===== config.mk =====
export PLATFORM = sky130hd
export DESIGN_NAME = mc_ctrl
export DESIGN_NICKNAME = d
export VERILOG_FILES = /design/src/rtl/mc_pkg.sv /design/src/rtl/mc_decode.sv /design/src/rtl/mc_ctrl.sv
export SDC_FILE = /design/constraint.sdc
export NUM_CORES = 1
export LEC_CHECK = 0
export ABC_CLOCK_PERIOD_IN_PS = 2180
export CORE_UTILIZATION = 29
export CTS_BUF_LIST = sky130_fd_sc_hd__clkbuf_4
export DETAILED_ROUTE_END_ITERATION = 10
export GPL_TIMING_DRIVEN = 1
export HOLD_SLACK_MARGIN = 0.05
export MAX_ROUTING_LAYER = met4
export PLACE_DENSITY = 0.8
export SYNTH_ARGS = -nofsm -noshare
export SYNTH_HDL_FRONTEND = slang
export SYNTH_SLANG_ARGS = --single-unit

===== constraint.sdc =====
create_clock -name clk -period 2.18 [get_ports clk]
set_clock_uncertainty 0.2 [all_clocks]
set_input_delay 0.436 -clock clk [delete_from_list [all_inputs] [get_ports clk]]
set_output_delay 0.436 -clock clk [all_outputs]
set_load 0.005 [all_outputs]

===== src/rtl/mc_pkg.sv =====
// rtl/mc_pkg.sv - shared state codes, opcode/funct constants and datapath select encodings for mc_ctrl
package mc_pkg;

    typedef enum logic [2:0] {
        ST_FETCH = 3'd0,
        ST_DCD   = 3'd1,
        ST_EXE   = 3'd2,
        ST_MEM   = 3'd3,
        ST_WB    = 3'd4
    } state_t;

    // Primary opcodes (instr[31:26])
    localparam logic [5:0] OP_RTYPE = 6'h00;
    localparam logic [5:0] OP_J     = 6'h02;
    localparam logic [5:0] OP_JAL   = 6'h03;
    localparam logic [5:0] OP_BEQ   = 6'h04;
    localparam logic [5:0] OP_ADDI  = 6'h08;
    localparam logic [5:0] OP_ADDIU = 6'h09;
    localparam logic [5:0] OP_ORI   = 6'h0d;
    localparam logic [5:0] OP_LUI   = 6'h0f;
    localparam logic [5:0] OP_LW    = 6'h23;
    localparam logic [5:0] OP_SW    = 6'h2b;

    // R-type function codes (instr[5:0])
    localparam logic [5:0] FN_JR    = 6'h08;
    localparam logic [5:0] FN_JALR  = 6'h09;
    localparam logic [5:0] FN_ADDU  = 6'h21;
    localparam logic [5:0] FN_SUBU  = 6'h23;
    localparam logic [5:0] FN_SLT   = 6'h2a;

    // Select encodings shared with the single-cycle decoder
    localparam logic [1:0] REGDST_RT = 2'b00;
    localparam logic [1:0] REGDST_RD = 2'b01;
    localparam logic [1:0] REGDST_RA = 2'b10;

    localparam logic [1:0] M2R_ALU   = 2'b00;
    localparam logic [1:0] M2R_MEM   = 2'b01;
    localparam logic [1:0] M2R_PC    = 2'b10;

    localparam logic [1:0] NPC_SEQ   = 2'b00;
    localparam logic [1:0] NPC_BR    = 2'b01;
    localparam logic [1:0] NPC_JMP   = 2'b10;
    localparam logic [1:0] NPC_REG   = 2'b11;

    localparam logic [1:0] EXT_ZERO  = 2'b00;
    localparam logic [1:0] EXT_SIGN  = 2'b01;
    localparam logic [1:0] EXT_LUI   = 2'b10;

    localparam logic [1:0] ALU_ADD   = 2'b00;
    localparam logic [1:0] ALU_SUB   = 2'b01;
    localparam logic [1:0] ALU_OR    = 2'b10;
    localparam logic [1:0] ALU_SLT   = 2'b11;

    // One-hot instruction class; all-zero means undecoded. addi covers addiu.
    typedef struct packed {
        logic addu;
        logic subu;
        logic slt;
        logic jr;
        logic jalr;
        logic addi;
        logic ori;
        logic lui;
        logic lw;
        logic sw;
        logic beq;
        logic j;
        logic jal;
    } iclass_t;

    localparam int ICLS_W = $bits(iclass_t);

endpackage


===== src/rtl/mc_decode.sv =====
// rtl/mc_decode.sv - combinational instruction classifier for mc_ctrl
// Ports:
//   instr   [31:0]        instruction register contents
//   cls     [ICLS_W-1:0]  one-hot instruction class (iclass_t layout)
//   illegal               opcode/funct not in the supported set
module mc_decode
    import mc_pkg::*;
(
    input  logic [31:0]       instr,
    output logic [ICLS_W-1:0] cls,
    output logic              illegal
);

    logic [5:0] op;
    logic [5:0] fn;
    iclass_t    c;
    logic       unused_fields;

    assign op = instr[31:26];
    assign fn = instr[5:0];
    // Register/immediate fields only matter to the datapath.
    assign unused_fields = ^instr[25:6];

    always_comb begin
        c = '0;
        case (op)
            OP_RTYPE: begin
                case (fn)
                    FN_ADDU: c.addu = 1'b1;
                    FN_SUBU: c.subu = 1'b1;
                    FN_SLT:  c.slt  = 1'b1;
                    FN_JR:   c.jr   = 1'b1;
                    FN_JALR: c.jalr = 1'b1;
                    default: ;
                endcase
            end
            OP_J:     c.j    = 1'b1;
            OP_JAL:   c.jal  = 1'b1;
            OP_BEQ:   c.beq  = 1'b1;
            OP_ADDI,
            OP_ADDIU: c.addi = 1'b1;
            OP_ORI:   c.ori  = 1'b1;
            OP_LUI:   c.lui  = 1'b1;
            OP_LW:    c.lw   = 1'b1;
            OP_SW:    c.sw   = 1'b1;
            default:  ;
        endcase
    end

    assign cls     = c;
    assign illegal = (c == '0);

endmodule


===== src/rtl/mc_ctrl.sv =====
// rtl/mc_ctrl.sv - multi-cycle MIPS control FSM (FETCH/DCD/EXE/MEM/WB)
// Optional: define MC_PERF_CNT_EN to add cyc_cnt/ret_cnt performance counters.
// Ports:
//   clk, rst (sync, active-high)
//   instr[31:0], zero, mem_rdy                       inputs
//   pc_wr, ir_wr, reg_wr, mem_wr, mem_rd             write strobes / memory requests
//   regdst, alusrc, memtoreg, npc_sel, ext_op, alu_ctr  datapath selects
//   state[2:0], instr_done, illegal                  status
//   cyc_cnt, ret_cnt [CNT_W-1:0]                     only with MC_PERF_CNT_EN
module mc_ctrl
    import mc_pkg::*;
#(
    parameter int CNT_W = 32
) (
    input  logic        clk,
    input  logic        rst,
    input  logic [31:0] instr,
    input  logic        zero,
    input  logic        mem_rdy,
    output logic        pc_wr,
    output logic        ir_wr,
    output logic        reg_wr,
    output logic        mem_wr,
    output logic        mem_rd,
    output logic [1:0]  regdst,
    output logic        alusrc,
    output logic [1:0]  memtoreg,
    output logic [1:0]  npc_sel,
    output logic [1:0]  ext_op,
    output logic [1:0]  alu_ctr,
    output logic [2:0]  state,
    output logic        instr_done,
    output logic        illegal
`ifdef MC_PERF_CNT_EN
    ,
    output logic [CNT_W-1:0] cyc_cnt,
    output logic [CNT_W-1:0] ret_cnt
`endif
);

    state_t  state_q;
    state_t  state_d;
    iclass_t cls;
    logic    dec_illegal;
    logic    is_jump;
    logic    is_rtype;

    mc_decode u_decode (
        .instr   (instr),
        .cls     (cls),
        .illegal (dec_illegal)
    );

    assign is_jump  = cls.j | cls.jal | cls.jr | cls.jalr;
    assign is_rtype = cls.addu | cls.subu | cls.slt;
    assign state    = state_q;

    always_ff @(posedge clk) begin
        if (rst) begin
            state_q <= ST_FETCH;
        end else begin
            state_q <= state_d;
        end
    end

    always_comb begin
        state_d = ST_FETCH;
        case (state_q)
            ST_FETCH: state_d = ST_DCD;
            ST_DCD:   state_d = (is_jump || dec_illegal) ? ST_FETCH : ST_EXE;
            ST_EXE: begin
                if (cls.beq)             state_d = ST_FETCH;
                else if (cls.lw || cls.sw) state_d = ST_MEM;
                else                     state_d = ST_WB;
            end
            ST_MEM: begin
                if (!mem_rdy)    state_d = ST_MEM;
                else if (cls.lw) state_d = ST_WB;
                else             state_d = ST_FETCH;
            end
            ST_WB:    state_d = ST_FETCH;
            default:  state_d = ST_FETCH;
        endcase
    end

    // Reset masks every output, so a held memory request drops in the same
    // cycle rst rises rather than one edge later.
    always_comb begin
        pc_wr      = 1'b0;
        ir_wr      = 1'b0;
        reg_wr     = 1'b0;
        mem_wr     = 1'b0;
        mem_rd     = 1'b0;
        regdst     = REGDST_RT;
        alusrc     = 1'b0;
        memtoreg   = M2R_ALU;
        npc_sel    = NPC_SEQ;
        ext_op     = EXT_ZERO;
        alu_ctr    = ALU_ADD;
        instr_done = 1'b0;
        illegal    = 1'b0;
        if (!rst) begin
            case (state_q)
                ST_FETCH: begin
                    ir_wr = 1'b1;
                    pc_wr = 1'b1;
                end
                ST_DCD: begin
                    if (dec_illegal) begin
                        illegal    = 1'b1;
                        instr_done = 1'b1;
                    end else if (is_jump) begin
                        pc_wr      = 1'b1;
                        instr_done = 1'b1;
                        npc_sel    = (cls.jr || cls.jalr) ? NPC_REG : NPC_JMP;
                        // Link writes the PC, which already holds PC+4.
                        if (cls.jal || cls.jalr) begin
                            reg_wr   = 1'b1;
                            memtoreg = M2R_PC;
                            regdst   = cls.jal ? REGDST_RA : REGDST_RD;
                        end
                    end
                end
                ST_EXE: begin
                    if (cls.subu || cls.beq) alu_ctr = ALU_SUB;
                    if (cls.slt)             alu_ctr = ALU_SLT;
                    if (cls.ori || cls.lui)  alu_ctr = ALU_OR;
                    if (cls.addi || cls.lw || cls.sw) begin
                        ext_op = EXT_SIGN;
                        alusrc = 1'b1;
                    end
                    if (cls.ori) alusrc = 1'b1;
                    if (cls.lui) begin
                        ext_op = EXT_LUI;
                        alusrc = 1'b1;
                    end
                    if (cls.beq) begin
                        instr_done = 1'b1;
                        if (zero) begin
                            pc_wr   = 1'b1;
                            npc_sel = NPC_BR;
                        end
                    end
                end
                ST_MEM: begin
                    mem_rd     = cls.lw;
                    mem_wr     = cls.sw;
                    instr_done = cls.sw & mem_rdy;
                end
                ST_WB: begin
                    reg_wr     = 1'b1;
                    instr_done = 1'b1;
                    regdst     = is_rtype ? REGDST_RD : REGDST_RT;
                    memtoreg   = cls.lw ? M2R_MEM : M2R_ALU;
                end
                default: ;
            endcase
        end
    end

`ifdef MC_PERF_CNT_EN
    always_ff @(posedge clk) begin
        if (rst) begin
            cyc_cnt <= '0;
            ret_cnt <= '0;
        end else begin
            cyc_cnt <= cyc_cnt + CNT_W'(1);
            if (instr_done) ret_cnt <= ret_cnt + CNT_W'(1);
        end
    end
`else
    localparam int unused_cnt_w = CNT_W;
`endif

endmodule


==> metrics.md <==
| Metric | Value |
|---|---|
| Outcome | `finished with violations` |
| Failing checks | `negative setup slack` |
| Inserted Diodes | `0` |
| Routability congestion estimate | `0.9391` |
| Routed Antenna Nets | `0` |
| Fmax | `379.8 MHz` |
| CP Capture Type | `primary output` |
| Detail-routed via count per cell | `5.554` |
| Final setup violation count | `10` |
| R2r worst-path depth | `5` |
| Crit Path Class | `primary input to primary output` |
| Fin crit share | `1.208` |
| Critical Path RT | `1.54 ns` |
| Post-synth EDFFs | `0` |
| PnR Total Power | `0.4147 mW` |
| Fin util | `0.8184` |
| Worst slew margin | `0.7059` |
| Final Hold Fails | `0` |
| Post-Route WL | `4.458 mm` |
| Crit path depth | `9` |
| Area growth, synth to finish | `167.4%` |
| Post-synth top flop | `dfxtp_1` |
| CP top delay family | `simple AND/OR/NAND/NOR gates` |
| Synthesized area | `670.6 µm²` |
| Max_cap viols | `0` |
| Die area | `2509 µm²` |
| Wire per inst | `19.30 µm` |
| Number of port buffers | `36` |
| Cell variety after synth | `39` |
| Core area | `2191 µm²` |
| Yosys warns | `0` |
| Post-synthesis cell count | `99` |
| Row count | `17` |
| Layout cells sized above 1 | `0.6897` |
| Reg2reg end | `state[1]` |
| Clock latency on the worst-skew pair | `0.24 ns` |
| Grt total ovfl | `0` |
| Mapped Nets | `135` |
| Crit path DAT | `2.00 ns` |
| Via count | `1283` |
| Initial antenna violation count | `0` |
| Static Leak | `0.8240 nW` |
| Max reg flops | `3` |
| Critical path startpoint | `instr[27]` |
| DR pass1 iterations | `4` |
| Crit path largest cell delay | `0.38 ns` |
| CTS Buf Count | `3` |
| First-pass GRT wire length | `6.120 mm` |
| CTS tree | `built` |
| Setup crit end | `regdst[0]` |
| Setup crit start kind | `primary input` |
| Worst-path cell chain | `buf_8 -> nor4_4 -> buf_4 -> buf_6 -> o2111ai_4 -> nor2_4 -> a31oi_4 -> nor4_2 -> buf_2` |
| Iter 0 DRT Violations | `57` |
| H-Tree Depth | `1` |
| Worst R2R Setup Slack | `0.72 ns` |
| Slowest stage cell, crit path | `nor4_2` |
| Overall Global Routing Usage | `0.3394` |
| Number of synthesized register bits | `3` |
| Die Y-Extent | `50.09 µm` |
| Clk pin slew, worst setup/hold paths | `0.04 ns` |
| DR DRC count | `0` |
| Max Root-Sink Buffers | `2` |
| Nets | `240` |
| Maximum VDD drop | `0.0003176 V` |
| Vias in the first global route | `1356` |
| Hold_buf cts | `0` |
| Die W | `50.09 µm` |
| R2R Path Start | `state[1]` |
| Post-synthesis sequential area ratio | `0.08955` |
| Fin. max-slew vios | `0` |
| Largest net degree at the start of global routing | `9` |
| Mean area per synthesized cell | `6.774 µm²` |
| Final min period | `2.633 ns` |
| Post-DP HPWL | `2.165 mm` |
| Worst path bufs/invs | `4` |
| Least-Margin Pin Slew | `0.4395 ns` |
| Hold Path Class | `register to register` |
| RSZ-0062 raised after global routing | `true` |
| Starting Density | `0.3061` |
| Setup ws final | `-0.4528 ns` |
| Ys async rst share | `0` |
| I/O Pins | `57` |
| Clock Sinks | `3` |
| Pwr/cell area | `231.3 nW/µm²` |
| Clk root buf | `clkbuf_4` |
| CP max FO | `4` |
## what timing repair did
item	4_1_cts	5_1_grt
pin swaps	37	26
setup buffers	26	6
setup endpoints to repair	19	17
resized for setup	143	32
endpoints found under the hold margin	0	0
## Yosys cell counts (all sizes together), types with 3 or more instances
cell	count	share of area
nand2	10	0.056
nor2	11	0.062
nor3	4	0.030
nand4	3	0.028
a21oi	5	0.037
dfxtp	3	0.090
nand2b	4	0.037
clkbuf	3	0.017
nor4	6	0.093
inv	3	0.017
nand3	7	0.052
nor2b	6	0.056
and2	3	0.028
## metal layers
layer  part of all wire  GRT usage  up-vias
met4              0.048     0.2238        0
met2               0.54     0.6511       73
met5                  0          -        -
li1                   -          -      579
met3              0.041    0.03395       20
met1               0.37     0.3084      611
## worst register-to-register path, delay by kind of cell, from the launching register on
kind	cells	cell delay [ns]
buf+inv	1	0.15
compound gates	1	0.30
simple gates	3	0.41
flops	1	0.35
## report_power, final
| group | leakage [nW] | switching (mW) | internal [mW] |
|---|---|---|---|
| sequential | 0.0255 | 0.00338 | 0.0575 |
| combinational | 0.780 | 0.115 | 0.125 |
| clock | 0.0184 | 0.0323 | 0.0812 |
| total | 0.824 | 0.151 | 0.264 |
## final cells by class
class                           instances  area [µm²]
Timing Repair Buffer                  105       837.1
Tap cell                               28       35.03
Clock buffer                            4       30.03
Sequential cell                         3       62.56
Multi-Input combinational cell         88       817.0
Inverter                                3       11.26
Fill cell                             134       397.9
## how the worst min path moves through the flow
stage	startpoint	to	depth (start not counted)
finish	state[1]	state[0]	2
global route	state[1]	state[0]	2
CTS	state[1]	state[0]	2
detailed placement	state[1]	state[0]	2
global placement	state[1]	state[0]	2
floorplan	mem_rdy	state[1]	3
## cell families (layout without fill, tap and decap cells)
kind of cell | Yosys count | in the layout | share of synthesized area
mux | 1 | 1 | 0.01493
simple gates | 64 | 64 | 0.5690
compound gates | 21 | 21 | 0.2519
xor+xnor | 2 | 2 | 0.02612
buf+inv | 8 | 112 | 0.04851
flops | 3 | 3 | 0.08956
## cell usage in the layout (no fill, tap or decap), types with 3 or more instances in the layout
cell	n
buf_4	56
buf_2	16
buf_6	14
nor2_1	7
nand2_1	7
dlygate4sd2_1	5
clkdlybuf4s50_1	5
nor4_4	4
nand3_2	4
a21oi_1	4
clkbuf_4	4
clkbuf_2	4
nand2b_1	3
nand4_1	3
nor2b_2	3
nor3_2	3
nand3_1	3
buf_8	3
## through the flow
stage	setup WS, ns	instances	instance area [µm²]	TNS, ns	hold slack [ns]
global placement	-1.007	196	1345	-14.95	0.4433
detailed placement	-1.059	196	1345	-15.88	0.4474
finish	-0.4528	231	1793	-2.955	0.4448
floorplan	0.001973	99	685.7	0	0.4454
global route	-0.4896	231	1793	-3.682	0.4655
CTS	-0.3226	226	1682	-2.322	0.4963
(Power assumes the default switching activity.)
